==> src/rtl/moving_ball_pkg.sv <==
// Shared types and constants for the LED tennis engine.
package moving_ball_pkg;

    localparam int unsigned LED_W = 16;

    localparam logic [LED_W-1:0] LED_P1_END = 16'h8000;
    localparam logic [LED_W-1:0] LED_P2_END = 16'h0001;

    typedef enum logic [1:0] {
        SERVE_P1,
        SERVE_P2,
        MOVE_R,
        MOVE_L
    } ball_state_e;

endpackage

==> src/rtl/moving_ball_ctrl_if.sv <==
// Board-side signals of the tennis engine: two serve buttons in, LED bar out.
interface moving_ball_ctrl_if;
    import moving_ball_pkg::*;

    logic             serve_button_player1;
    logic             serve_button_player2;
    logic [LED_W-1:0] led;

    modport master (
        output serve_button_player1,
        output serve_button_player2,
        input  led
    );

    modport slave (
        input  serve_button_player1,
        input  serve_button_player2,
        output led
    );

endinterface

==> src/rtl/moving_ball_ctrl_button_edge.sv <==
// 2-FF synchronizer followed by a rising-edge detector; one pulse per press.
module button_edge (
    input  logic clk,
    input  logic reset,
    input  logic button,
    output logic press
);

    logic sync1_q, sync2_q, prev_q;

    always_ff @(posedge clk or posedge reset) begin
        if (reset) begin
            sync1_q <= 1'b0;
            sync2_q <= 1'b0;
            prev_q  <= 1'b0;
        end else begin
            sync1_q <= button;
            sync2_q <= sync1_q;
            prev_q  <= sync2_q;
        end
    end

    assign press = sync2_q & ~prev_q;

endmodule

==> src/rtl/moving_ball_ctrl.sv <==
// Tennis engine: serve/return FSM, step timer and one-hot ball register.
module moving_ball_ctrl
    import moving_ball_pkg::*;
#(
    parameter int unsigned STEP_CYCLES = 4
) (
    input  logic               clk,
    input  logic               reset,
    moving_ball_ctrl_if.slave  bus
);

    localparam int unsigned     CNT_W   = $clog2(STEP_CYCLES);
    localparam logic [CNT_W-1:0] CNT_MAX = CNT_W'(STEP_CYCLES - 1);

    logic p1_press, p2_press;

    button_edge u_edge_p1 (
        .clk    (clk),
        .reset  (reset),
        .button (bus.serve_button_player1),
        .press  (p1_press)
    );

    button_edge u_edge_p2 (
        .clk    (clk),
        .reset  (reset),
        .button (bus.serve_button_player2),
        .press  (p2_press)
    );

    ball_state_e      state_q, state_d;
    logic [LED_W-1:0] led_q, led_d;
    logic [CNT_W-1:0] cnt_q, cnt_d;
    logic             tick;

    assign tick = ((state_q == MOVE_R) || (state_q == MOVE_L)) && (cnt_q == CNT_MAX);

    always_ff @(posedge clk or posedge reset) begin
        if (reset) begin
            state_q <= SERVE_P1;
            led_q   <= LED_P1_END;
            cnt_q   <= '0;
        end else begin
            state_q <= state_d;
            led_q   <= led_d;
            cnt_q   <= cnt_d;
        end
    end

    // A return press at the receiving end beats a simultaneous tick.
    always_comb begin
        state_d = state_q;
        led_d   = led_q;
        cnt_d   = '0;
        unique case (state_q)
            SERVE_P1: begin
                led_d = LED_P1_END;
                if (p1_press) state_d = MOVE_R;
            end
            SERVE_P2: begin
                led_d = LED_P2_END;
                if (p2_press) state_d = MOVE_L;
            end
            MOVE_R: begin
                cnt_d = tick ? '0 : cnt_q + CNT_W'(1);
                if (led_q == LED_P2_END) begin
                    if (p2_press) begin
                        state_d = MOVE_L;
                        cnt_d   = '0;
                    end else if (tick) begin
                        state_d = SERVE_P2;
                    end
                end else if (tick) begin
                    led_d = led_q >> 1;
                end
            end
            MOVE_L: begin
                cnt_d = tick ? '0 : cnt_q + CNT_W'(1);
                if (led_q == LED_P1_END) begin
                    if (p1_press) begin
                        state_d = MOVE_R;
                        cnt_d   = '0;
                    end else if (tick) begin
                        state_d = SERVE_P1;
                    end
                end else if (tick) begin
                    led_d = led_q << 1;
                end
            end
            default: begin
                state_d = SERVE_P1;
                led_d   = LED_P1_END;
            end
        endcase
    end

    assign bus.led = led_q;

endmodule

==> src/flat_wrapper.sv <==
// flat-port wrapper written by rule: the top's interface ports become plain ports
module moving_ball_ctrl_flat import moving_ball_pkg::*;
#(
    parameter int unsigned STEP_CYCLES = 4
)
  (clk, reset, bus_serve_button_player1, bus_serve_button_player2, bus_led);
  moving_ball_ctrl_if bus_i ();
  input  logic clk;
  input  logic reset;
  input wire logic [$bits(bus_i.serve_button_player1)-1:0] bus_serve_button_player1;
  input wire logic [$bits(bus_i.serve_button_player2)-1:0] bus_serve_button_player2;
  output wire logic [$bits(bus_i.led)-1:0] bus_led;
  assign bus_i.serve_button_player1 = bus_serve_button_player1;
  assign bus_i.serve_button_player2 = bus_serve_button_player2;
  assign bus_led = bus_i.led;
  moving_ball_ctrl #(.STEP_CYCLES(STEP_CYCLES)) u_core (.clk(clk), .reset(reset), .bus(bus_i));
endmodule
==> config.mk <==
export PLATFORM = sky130hd
export DESIGN_NAME = moving_ball_ctrl_flat
export DESIGN_NICKNAME = d
export VERILOG_FILES = /design/src/rtl/moving_ball_pkg.sv /design/src/rtl/moving_ball_ctrl_if.sv /design/src/rtl/moving_ball_ctrl_button_edge.sv /design/src/rtl/moving_ball_ctrl.sv /design/src/flat_wrapper.sv
export SDC_FILE = /design/constraint.sdc
export NUM_CORES = 1
export LEC_CHECK = 0
export CAP_MARGIN = 20
export CORE_ASPECT_RATIO = 1.2
export CORE_MARGIN = 5
export CORE_UTILIZATION = 50
export DETAILED_ROUTE_END_ITERATION = 8
export PLACE_DENSITY_LB_ADDON = 0.05
export SETUP_SLACK_MARGIN = 0.1
export SYNTH_ARGS = -nofsm -noshare
export SYNTH_HDL_FRONTEND = slang
export SYNTH_SLANG_ARGS = --single-unit
==> constraint.sdc <==
create_clock -name clk -period 2.3 [get_ports clk]
set_input_delay 0.46 -clock clk [delete_from_list [all_inputs] [get_ports clk]]
set_output_delay 0.46 -clock clk [all_outputs]
set_load 0.02 [all_outputs]
==> qor.csv <==
stage;metric;value;unit
status;outcome;complete, no violations;
floorplanning;dieArea;3770;um^2
worst_hold_path;min_path_type;reg2reg;
power;pwr_density_cell;1210;nW/um^2
global_routing;antenna_found_initial;0;
worst_setup_path;crit_fanout;5;
final_layout;antennaDiodeCount;0;
clock_tree;postCtsHoldBufs;0;
clock_tree;cts.sinks;26;
power;combPwrFrac;0.512;
timing;worst_pin_slew;0.573;ns
synth;seq_area_frac_synth;0.494;
timing;relSlewSlack;0.618;
timing;fin_crit_sh;0.909;
clock_tree;worstSkewPairLatency;0.32;ns
synth;yosysTopAreaCell;dfrtp_1;
detailed_routing;drc;0;
detailed_routing;wl_per_cell;17.3;um
global_routing;globalRouteTotalUtil;0.177;
global_routing;grt_pass1_vias;1093;
final_layout;nets;154;
synth;yosys.area.top_type_share;0.474;
detailed_routing;vias;1065;
worst_setup_path;cpPeakStageDelay;0.60;ns
synth;synth_top_family_by_area;compound AO/OA/AOI/OAI gates;
timing;finClkSkew;0.00277;ns
timing;period_minus_slack;2.09;ns
place;dp_hpwl;2060;um
worst_setup_path;crit_type;reg2reg;
worst_setup_path;crit_chain;or4_4 > or4_1 > o221ai_1 > o31ai_1;
run;drv_cap;0;
clock_tree;clock-root-buffer;clkbuf_4;
synth;ys_ff_latch;26;
synth;synth_cell_types;29;
worst_setup_path;worst-path-buf-inv;0;
power;power_frac_seq;0.328;
detailed_routing;drt_iter0_drc;50;
clock_tree;cts_tree;yes;
worst_setup_path;cp-end-kind;flip-flop;
place;gp_congestion;0.800;
global_routing;grt_start_max_net_pins;27;
place;port_buffers;19;
synth;synth_xor_area_frac;0;
power;p_clk_frac;0.160;
timing;finalHoldViolCount;0;
timing;timing.hold.ws;0.368;ns
clock_tree;cts_setup_buffers;0;
synth;synth_edf_count;0;
synth;syn_area;1320;um^2
final_layout;syn2layout_area_growth;23.2;%
power;p_switching;849;uW
clock_tree;cts_max_level;1;
floorplanning;initial_core_util;0.522;
synth;synth_area_per_cell;10.6;um^2
worst_setup_path;critPathLaunchType;flip-flop;
synth;yosys.area_share.simple;0.136;
final_layout;fill_cells;198;
power;leakage;0.000658;uW
worst_setup_path;arrival;2.31;ns
detailed_routing;drt-total-wl;3060;um
final_layout;final_cells;177;
worst_setup_path;crit_required;2.52;ns
global_routing;gr-total-overflow;0;
synth;synth_compound_area_frac;0.266;
timing;slew_viol_final;0;
timing;rsz0062_at_grt;true;
clock_tree;clkTransAtPathRegs;0.14;ns
place;post-place-cells;173;
synth;synth.net_count;134;
power;ir_worst_vdd;0.727;mV
synth;yosys-mux-area-fraction;0.0171;
synth;synth-adder-area-share;0.0474;
floorplanning;core;2530;um^2
final_layout;layout-drive-gt1-share;0.125;
clock_tree;cts_buffer_depth;2;
detailed_routing;firstDrtPassIters;4;
synth;synth_ff_type;dfrtp_1;
power;p_int;1130;uW
detailed_routing;drt-vias-per-instance;6.02;
clock_tree;numCtsBuffers;3;
floorplanning;row_count;20;
detailed_routing;drtAntennaViolNets;0;
global_routing;grt_pass1_wl;5290;um
timing;fmax;0.478;GHz
synth;synthArstFlopShare;1.00;
power;swShare;0.430;
worst_setup_path;path_delay_family;simple AND/OR/NAND/NOR gates;
synth;netlist_top_cells_area;dfrtp_1, a22oi_1, o31ai_1;
floorplanning;num_io_pins;20;
floorplanning;die_w;56.9;um
worst_setup_path;slowest_stage;or4_1;
synth;syn_inst;125;
synth;yosysWarnings;0;
floorplanning;die_y;66.3;um
timing;setup_viol;0;
timing;setup_tns;0;ns
==> power groups by stage <==
stage	Combinational, uW	Sequential, uW	Clock [uW]
3_3_place_gp	955	651	0
5_1_grt	1110	663	342
4_1_cts	980	645	324
2_1_floorplan	650	674	0
3_5_place_dp	972	655	0
6_report	1010	648	315
==> flip-flops by register name, summed over array words and instances, names as in the netlist <==
signal and cells:
u_core.bus.led 16, u_core.cnt_q 2, u_core.state_q 2, u_core.u_edge_p1.prev_q 1, u_core.u_edge_p1.sync1_q 1, u_core.u_edge_p1.sync2_q 1, u_core.u_edge_p2.prev_q 1, u_core.u_edge_p2.sync1_q 1
u_core.u_edge_p2.sync2_q 1
==> layer usage <==
metal / track usage / vias up / share of wire
met5: 0 / - / 0
met4: 0.0435 / 0 / 0.0069
met3: 0.0273 / 2 / 0.035
met2: 0.294 / 21 / 0.48
met1: 0.242 / 529 / 0.48
li1: - / 513 / -
==> timing repair <==
action | CTS | global route
hold endpoints to repair | 0 | 0
gates resized for setup | 0 | 3
endpoints found under the setup margin | 0 | 4
==> path summary, 6_finish.rpt <==
kind | start | to | slack (ns) | cells past startpoint
worst min register to register | u_core.u_edge_p2.sync1_q$_DFF_PP0_ | u_core.u_edge_p2.sync2_q$_DFF_PP0_ | 0.37 | 0
worst min-delay path | u_core.u_edge_p2.sync1_q$_DFF_PP0_ | u_core.u_edge_p2.sync2_q$_DFF_PP0_ | 0.37 | 0
worst max register to register | u_core.bus.led[10]$_DFFE_PP0P_ | u_core.bus.led[1]$_DFFE_PP0P_ | 0.21 | 4
worst max-delay path | u_core.bus.led[10]$_DFFE_PP0P_ | u_core.bus.led[1]$_DFFE_PP0P_ | 0.21 | 4
min in group asynchronous | reset | u_core.u_edge_p2.sync1_q$_DFF_PP0_ | 0.47 | 3
max in group asynchronous | reset | u_core.bus.led[15]$_DFFE_PP1P_ | 1.53 | 3
==> cells by family after synthesis <==
family,Yosys count
AO/OA/AOI/OAI,48
AND/OR/NAND/NOR,30
flip-flops,26
buffers and inverters,14
adder cells (fa/ha/maj),5
multiplexers,2
==> cell usage in the layout, fill, tap and decap left out, types with 5 or more instances in the layout <==
master,netlist,routed
nand2_1,14,14
o31ai_1,14,14
dfrtp_1,25,25
ha_1,5,5
buf_4,0,5
clkdlybuf4s50_1,0,19
inv_1,5,5
a22oi_1,15,15
==> cell type report <==
cell class | instances | area, um^2 | area share
multi-input combinational | 85 | 633 | 0.390
timing repair buffer | 24 | 228 | 0.140
clock inverter | 1 | 30.0 | 0.0185
clock buffer | 3 | 22.5 | 0.0139
tap | 33 | 41.3 | 0.0254
inverter | 5 | 18.8 | 0.0115
sequential | 26 | 652 | 0.401
==> cells in the mapped netlist, drive strengths merged, types with 2 or more instances <==
| library cell | count |
|---|---|
| a21oi | 3 |
| clkbuf | 9 |
| o41ai | 2 |
| ha | 5 |
| mux2 | 2 |
| inv | 5 |
| a211oi | 2 |
| or4 | 5 |
| nor2b | 3 |
| o22ai | 2 |
| o31ai | 14 |
| a22oi | 15 |
| dfrtp | 25 |
| o21a | 2 |
| nand2b | 2 |
| or4b | 2 |
| o21ai | 3 |
| nand2 | 14 |
==> worst register-to-register path: stages (launching register included) <==
cell and delay, ns:
dfrtp_1 0.45, or4_4 0.58, or4_1 0.60, o221ai_1 0.26, o31ai_1 0.11
==> through the flow <==
step / setup slack [ns] / total power (uW) / area (um^2) / utilization
6_report: 0.210 / 1970 / 1630 / 0.643
2_1_floorplan: 0.257 / 1320 / 1320 / -
3_5_place_dp: 0.210 / 1630 / 1550 / 0.615
3_3_place_gp: 0.247 / 1610 / 1550 / 0.615
5_1_grt: 0.0878 / 2120 / 1630 / 0.643
4_1_cts: 0.179 / 1950 / 1610 / 0.636
Note: power is estimated with default switching activity, not from simulation.
